--- config.mk ---
export PLATFORM = sky130hd
export DESIGN_NAME = cmd_trace_mon
export DESIGN_NICKNAME = d
export VERILOG_FILES = /design/src/rtl/cmd_trace_mon.sv
export SDC_FILE = /design/constraint.sdc
export NUM_CORES = 1
export LEC_CHECK = 0
export ABC_AREA = 1
export CAP_MARGIN = 20
export CORE_AREA = 10 10 110 187
export CTS_CLUSTER_DIAMETER = 60
export DETAILED_ROUTE_END_ITERATION = 8
export DIE_AREA = 0 0 120 197
export PLACE_DENSITY = 0.77
export SLEW_MARGIN = 30
export SYNTH_ARGS = -nofsm -noshare
export SYNTH_HDL_FRONTEND = slang
export SYNTH_SLANG_ARGS = --single-unit
export TNS_END_PERCENT = 5
--- constraint.sdc ---
create_clock -name clk -period 3.5 [get_ports clk]
set_clock_uncertainty 0.1 [all_clocks]
set_input_delay 0.525 -clock clk [delete_from_list [all_inputs] [get_ports clk]]
set_output_delay 0.525 -clock clk [all_outputs]
set_load 0.01 [all_outputs]
--- src/rtl/cmd_trace_mon.sv ---
// Retired-instruction trace monitor: decodes qualified commands into a show-ahead FIFO.
// Define CMD_TRACE_TS_EN to add a free-running timestamp stored with each entry (rd_ts).
module cmd_trace_mon #(
  parameter int CMD_W = 24,
  parameter int OP_W  = 6,
  parameter int REG_W = 5,
  parameter int DEPTH = 8,
  parameter int TS_W  = 16
) (
  input  logic                          clk,
  input  logic                          rst_n,
  input  logic                          cmd_vld,
  input  logic [CMD_W-1:0]              cmd,
  input  logic                          filt_en,
  input  logic [OP_W-1:0]               filt_op,
  input  logic                          clr,
  input  logic                          rd_rdy,
  output logic                          rd_vld,
  output logic [OP_W-1:0]               rd_op,
  output logic [REG_W-1:0]              rd_des,
  output logic [REG_W-1:0]              rd_src,
  output logic [CMD_W-OP_W-2*REG_W-1:0] rd_imm,
  output logic [$clog2(DEPTH):0]        cnt,
  output logic [15:0]                   ovf_cnt
`ifdef CMD_TRACE_TS_EN
  ,
  output logic [TS_W-1:0]               rd_ts
`endif
);

  localparam int IMM_W = CMD_W - OP_W - 2*REG_W;
  localparam int AW    = $clog2(DEPTH);
  localparam int CW    = AW + 1;

  if (IMM_W < 1 || DEPTH < 2 || (DEPTH & (DEPTH - 1)) != 0 || TS_W < 1) begin : g_bad_cfg
    $error("cmd_trace_mon: illegal parameter combination");
  end

  // Field order matches the instruction word, so a command casts straight to an entry.
  typedef struct packed {
    logic [OP_W-1:0]  op;
    logic [REG_W-1:0] des;
    logic [REG_W-1:0] src;
    logic [IMM_W-1:0] imm;
  } ent_t;

  ent_t          cin;
  ent_t          head;
  ent_t          mem_q [DEPTH];
  logic [AW-1:0] wptr_q, wptr_d, rptr_q, rptr_d;
  logic [CW-1:0] cnt_q, cnt_d;
  logic [15:0]   ovf_q, ovf_d;
  logic          qual, full, push, pop, drop;

  always_comb begin
    cin    = ent_t'(cmd);
    qual   = cmd_vld && (!filt_en || cin.op == filt_op);
    full   = (cnt_q == CW'(DEPTH));
    pop    = (cnt_q != '0) && rd_rdy;
    push   = qual && (!full || pop);
    drop   = qual && full && !pop;
    wptr_d = wptr_q;
    rptr_d = rptr_q;
    cnt_d  = cnt_q;
    ovf_d  = ovf_q;
    if (clr) begin
      wptr_d = '0;
      rptr_d = '0;
      cnt_d  = '0;
      ovf_d  = '0;
    end else begin
      if (push) wptr_d = wptr_q + AW'(1);
      if (pop)  rptr_d = rptr_q + AW'(1);
      cnt_d = cnt_q + CW'(push) - CW'(pop);
      if (drop && ovf_q != 16'hFFFF) ovf_d = ovf_q + 16'd1;
    end
  end

  always_ff @(posedge clk or negedge rst_n) begin
    if (!rst_n) begin
      wptr_q <= '0;
      rptr_q <= '0;
      cnt_q  <= '0;
      ovf_q  <= '0;
    end else begin
      wptr_q <= wptr_d;
      rptr_q <= rptr_d;
      cnt_q  <= cnt_d;
      ovf_q  <= ovf_d;
    end
  end

  // Storage is left unreset; the read mux zeroes the fields whenever the FIFO is empty.
  always_ff @(posedge clk) begin
    if (push && !clr) mem_q[wptr_q] <= cin;
  end

  always_comb begin
    rd_vld  = (cnt_q != '0);
    head    = rd_vld ? mem_q[rptr_q] : '0;
    rd_op   = head.op;
    rd_des  = head.des;
    rd_src  = head.src;
    rd_imm  = head.imm;
    cnt     = cnt_q;
    ovf_cnt = ovf_q;
  end

`ifdef CMD_TRACE_TS_EN
  logic [TS_W-1:0] ts_q, ts_d;
  logic [TS_W-1:0] ts_mem_q [DEPTH];

  always_comb ts_d = ts_q + TS_W'(1);

  // Free-running; deliberately untouched by clr so timestamps stay monotonic across flushes.
  always_ff @(posedge clk or negedge rst_n) begin
    if (!rst_n) ts_q <= '0;
    else        ts_q <= ts_d;
  end

  always_ff @(posedge clk) begin
    if (push && !clr) ts_mem_q[wptr_q] <= ts_q;
  end

  always_comb rd_ts = rd_vld ? ts_mem_q[rptr_q] : '0;
`endif

endmodule

==> flow_metrics.env <==
export IMPL_path_cells="buf_12 -> o21ai_0 -> o22ai_1 -> o21ai_0 -> a31oi_1 -> clkdlybuf4s50_1"
export IMPL_area_delta_synth_final_pct=20.4
export IMPL_synth_top_area_share_pct=61.3
export IMPL_cpMostUsedCell="o21ai_0"
export IMPL_dr_pass1_iters=4
export IMPL_synthTopCellsByArea="edfxtp_1 (61%), nor2_1 (7.2%), dfrtp_1 (6.9%)"
export IMPL_cts_hold_buf=0
export IMPL_reg2regPathDepth=14
export IMPL_num_vias=6494
export IMPL_p_leak_nw=4.07
export IMPL_worst_setup_path_type="flop to primary output"
export IMPL_grt_pass1_vias=6647
export IMPL_clockBufferDepth=3
export IMPL_post_place_cells=1120
export IMPL_drc=0
export IMPL_chipHeight_um=197
export IMPL_antenna_found_initial=0
export IMPL_placed_area_um2=10600
export IMPL_grt_max_degree=98
export IMPL_cts_max_level=1
export IMPL_die_w_um=120
export IMPL_setup_viol=0
export IMPL_critPathMaxFanout=97
export IMPL_netlist_area_um2=9410
export IMPL_async_reset_ff_share_pct=11.9
export IMPL_ff2ff_setup_slack_ns=0.82
export IMPL_via_per_inst=5.63
export IMPL_finalInstanceArea_um2=11300
export IMPL_layout_drive_gt1_share_pct=9.21
export IMPL_yosys_area_top_type="edfxtp_1"
export IMPL_fin_nets=955
export IMPL_total_power_mw=7.41
export IMPL_vdd_drop_max_v=0.000437
export IMPL_reg2reg_from="cnt[2]"
export IMPL_rsz0062_at_grt="false"
export IMPL_clk_pin_slew_ns=0.07
export IMPL_cp_start_kind="flop"
export IMPL_port_buffers=80
export IMPL_core_area_um2=17400
export IMPL_drv_slew=0
export IMPL_grt_overflow_total=0
export IMPL_powerDensity_nw_per_um2=654
export IMPL_finalSetupTns_ns=0
export IMPL_antenna_left=0
export IMPL_seq_area_frac_synth_pct=68.2
export IMPL_period_needed_ns=3.31
export IMPL_io_pins=81
export IMPL_status="completed"
export IMPL_grt_first_pass_wirelength_mm=33.9
export IMPL_synth_area_per_cell_um2=11.3
export IMPL_drt_iter0_markers=378
export IMPL_post_synth_top_count_cell="edfxtp_1"
export IMPL_cpMaxStageDelayCell="clkdlybuf4s50_1"
export IMPL_synthCells=833
export IMPL_dp_hpwl_mm=12.9
export IMPL_dieArea_um2=23600
export IMPL_min_path_type="primary input to asynchronous set/reset pin"
export IMPL_instances_no_fill=1154
export IMPL_cts_sinks=218
export IMPL_num_rows=64
export IMPL_cts_root_buf="clkbuf_16"
export IMPL_max_freq_ghz=0.302
export IMPL_gp_congestion=0.874
export IMPL_wl_per_cell_um=18.4
export IMPL_worst_slew_pin_slew_ns=0.551
export IMPL_synth_nets=878
export IMPL_cts_tree="built"
export IMPL_fillers=1326
export IMPL_initial_core_util_pct=54.1
export IMPL_yosys_register_bits=218
export IMPL_drt_total_wl_mm=21.2
export IMPL_required_ns=2.87
export IMPL_crit_arrival_ns=2.69
export IMPL_yosys_warnings=0
export IMPL_clock_latency_ns=0.50
export IMPL_finalHoldViolCount=0
export IMPL_cpPeakStageDelay_ns=0.60
export IMPL_r2r_end="cnt[2]"
export IMPL_grt_usage_pct=17.7
export IMPL_min_period_over_period_pct=94.6
export IMPL_yosys_cell_types_count=33
export IMPL_end_kind="primary output"
export IMPL_synth_flop_cell="edfxtp_1"
export IMPL_synth_edf_count=192
export IMPL_cts_made_buffers=19
export IMPL_fin_util_pct=65.2
export IMPL_ys_top_cells_by_count="edfxtp_1 (192), nor2_1 (180), o21ai_0 (114)"
export IMPL_max_slew_margin_pct=63.2
export IMPL_diodes=0
export IMPL_cap_violations=0
-- worst max-delay path, delay by kind of cell (launching register included) --
| kind | cells | cell delay (ns) |
|---|---|---|
| buffers and inverters | 2 | 0.97 |
| AO/OA/AOI/OAI | 4 | 0.70 |
| flip-flops | 1 | 0.44 |
-- worst max-delay path by stage --
stage | from | to | slack (ns) | depth (start not counted)
2_1_floorplan | cmd[18] | mem_q[0][0] | 0.62 | 10
3_3_place_gp | cmd[19] | cnt[2] | 0.30 | 16
3_5_place_dp | cmd[19] | cnt[2] | 0.22 | 16
4_1_cts | rptr_q[1] | rd_des[1] | 0.06 | 6
5_1_grt | rptr_q[0] | rd_op[5] | 0.02 | 6
6_report | rptr_q[0] | rd_op[4] | 0.19 | 6
-- power breakdown --
part | total [mW] | switching [mW] | leakage (nW) | internal (mW)
Combinational | 2.18 | 1.27 | 1.65 | 0.906
Clock | 2.29 | 0.890 | 0.333 | 1.40
Sequential | 2.94 | 0.0509 | 2.08 | 2.89
Total | 7.41 | 2.22 | 4.07 | 5.19
-- timing repair --
item / 4_1_cts / 5_1_grt
setup buffers: 0 / 0
endpoints found under the setup margin: 2 / 3
resized for setup: 1 / 3
-- kinds of logic after synthesis --
kind of cell / share of synthesized area [%]
adder cells (fa/ha/maj): 1.28
XOR/XNOR: 0.838
AO/OA/AOI/OAI: 10.4
flip-flops: 68.2
buffers and inverters: 4.18
AND/OR/NAND/NOR: 15.1
-- through the flow --
step,worst slack [ns],hold slack (ns)
finish,0.188,0.298
global route,0.0217,0.345
CTS,0.0604,0.304
detailed placement,0.216,0.476
global placement,0.296,0.476
floorplan,0.619,0.129
-- sequential cells by signal, indices dropped and copies added (netlist names) --
signal   cells
mem_q      192
wptr_q       3
ovf_cnt     16
cnt          4
rptr_q       3
-- layer usage --
metal	share of wire, %	track usage [%]	up-vias	routed length (um)
met1	38	19.5	3159	8020
met3	5.4	2.92	44	1140
met5	0	0	-	0
met2	54	33.0	187	11500
li1	-	-	3104	-
met4	2.7	6.69	0	571
-- area by class of cell --
type,instances,area (um^2),area share (%)
clock inverters,10,181,1.60
repair buffers,102,1120,9.89
inverters,49,193,1.70
well taps,231,289,2.55
clock buffers,24,504,4.45
multi-input cells,520,2620,23.1
flip-flops and latches,218,6420,56.7
-- cells in the final DEF, fill, tap and decap left out, types with 2 or more instances in the layout --
cell type / netlist / layout
nor3_1: 2 / 2
a21oi_1: 3 / 3
nand3_2: 11 / 11
bufinv_16: 0 / 5
nand2_1: 76 / 76
nor2_4: 2 / 2
nor2_2: 1 / 9
nand4_1: 25 / 25
buf_4: 4 / 9
o21ai_0: 114 / 114
ha_1: 8 / 8
a31oi_1: 24 / 24
xor2_1: 8 / 8
nand2_2: 2 / 2
nand2_4: 2 / 2
o22ai_1: 24 / 24
o21bai_1: 2 / 2
edfxtp_1: 192 / 192
dfrtp_1: 26 / 25
clkdlybuf4s50_1: 0 / 80
buf_12: 0 / 12
inv_1: 45 / 44
clkbuf_1: 32 / 4
a211oi_1: 2 / 2
nand3_1: 21 / 21
clkbuf_16: 0 / 19
clkinvlp_4: 0 / 2
o21ai_1: 9 / 9
inv_4: 1 / 2
nor2_1: 180 / 172
clkinv_2: 0 / 3
No activity file was read; power rests on OpenSTA's default activity.
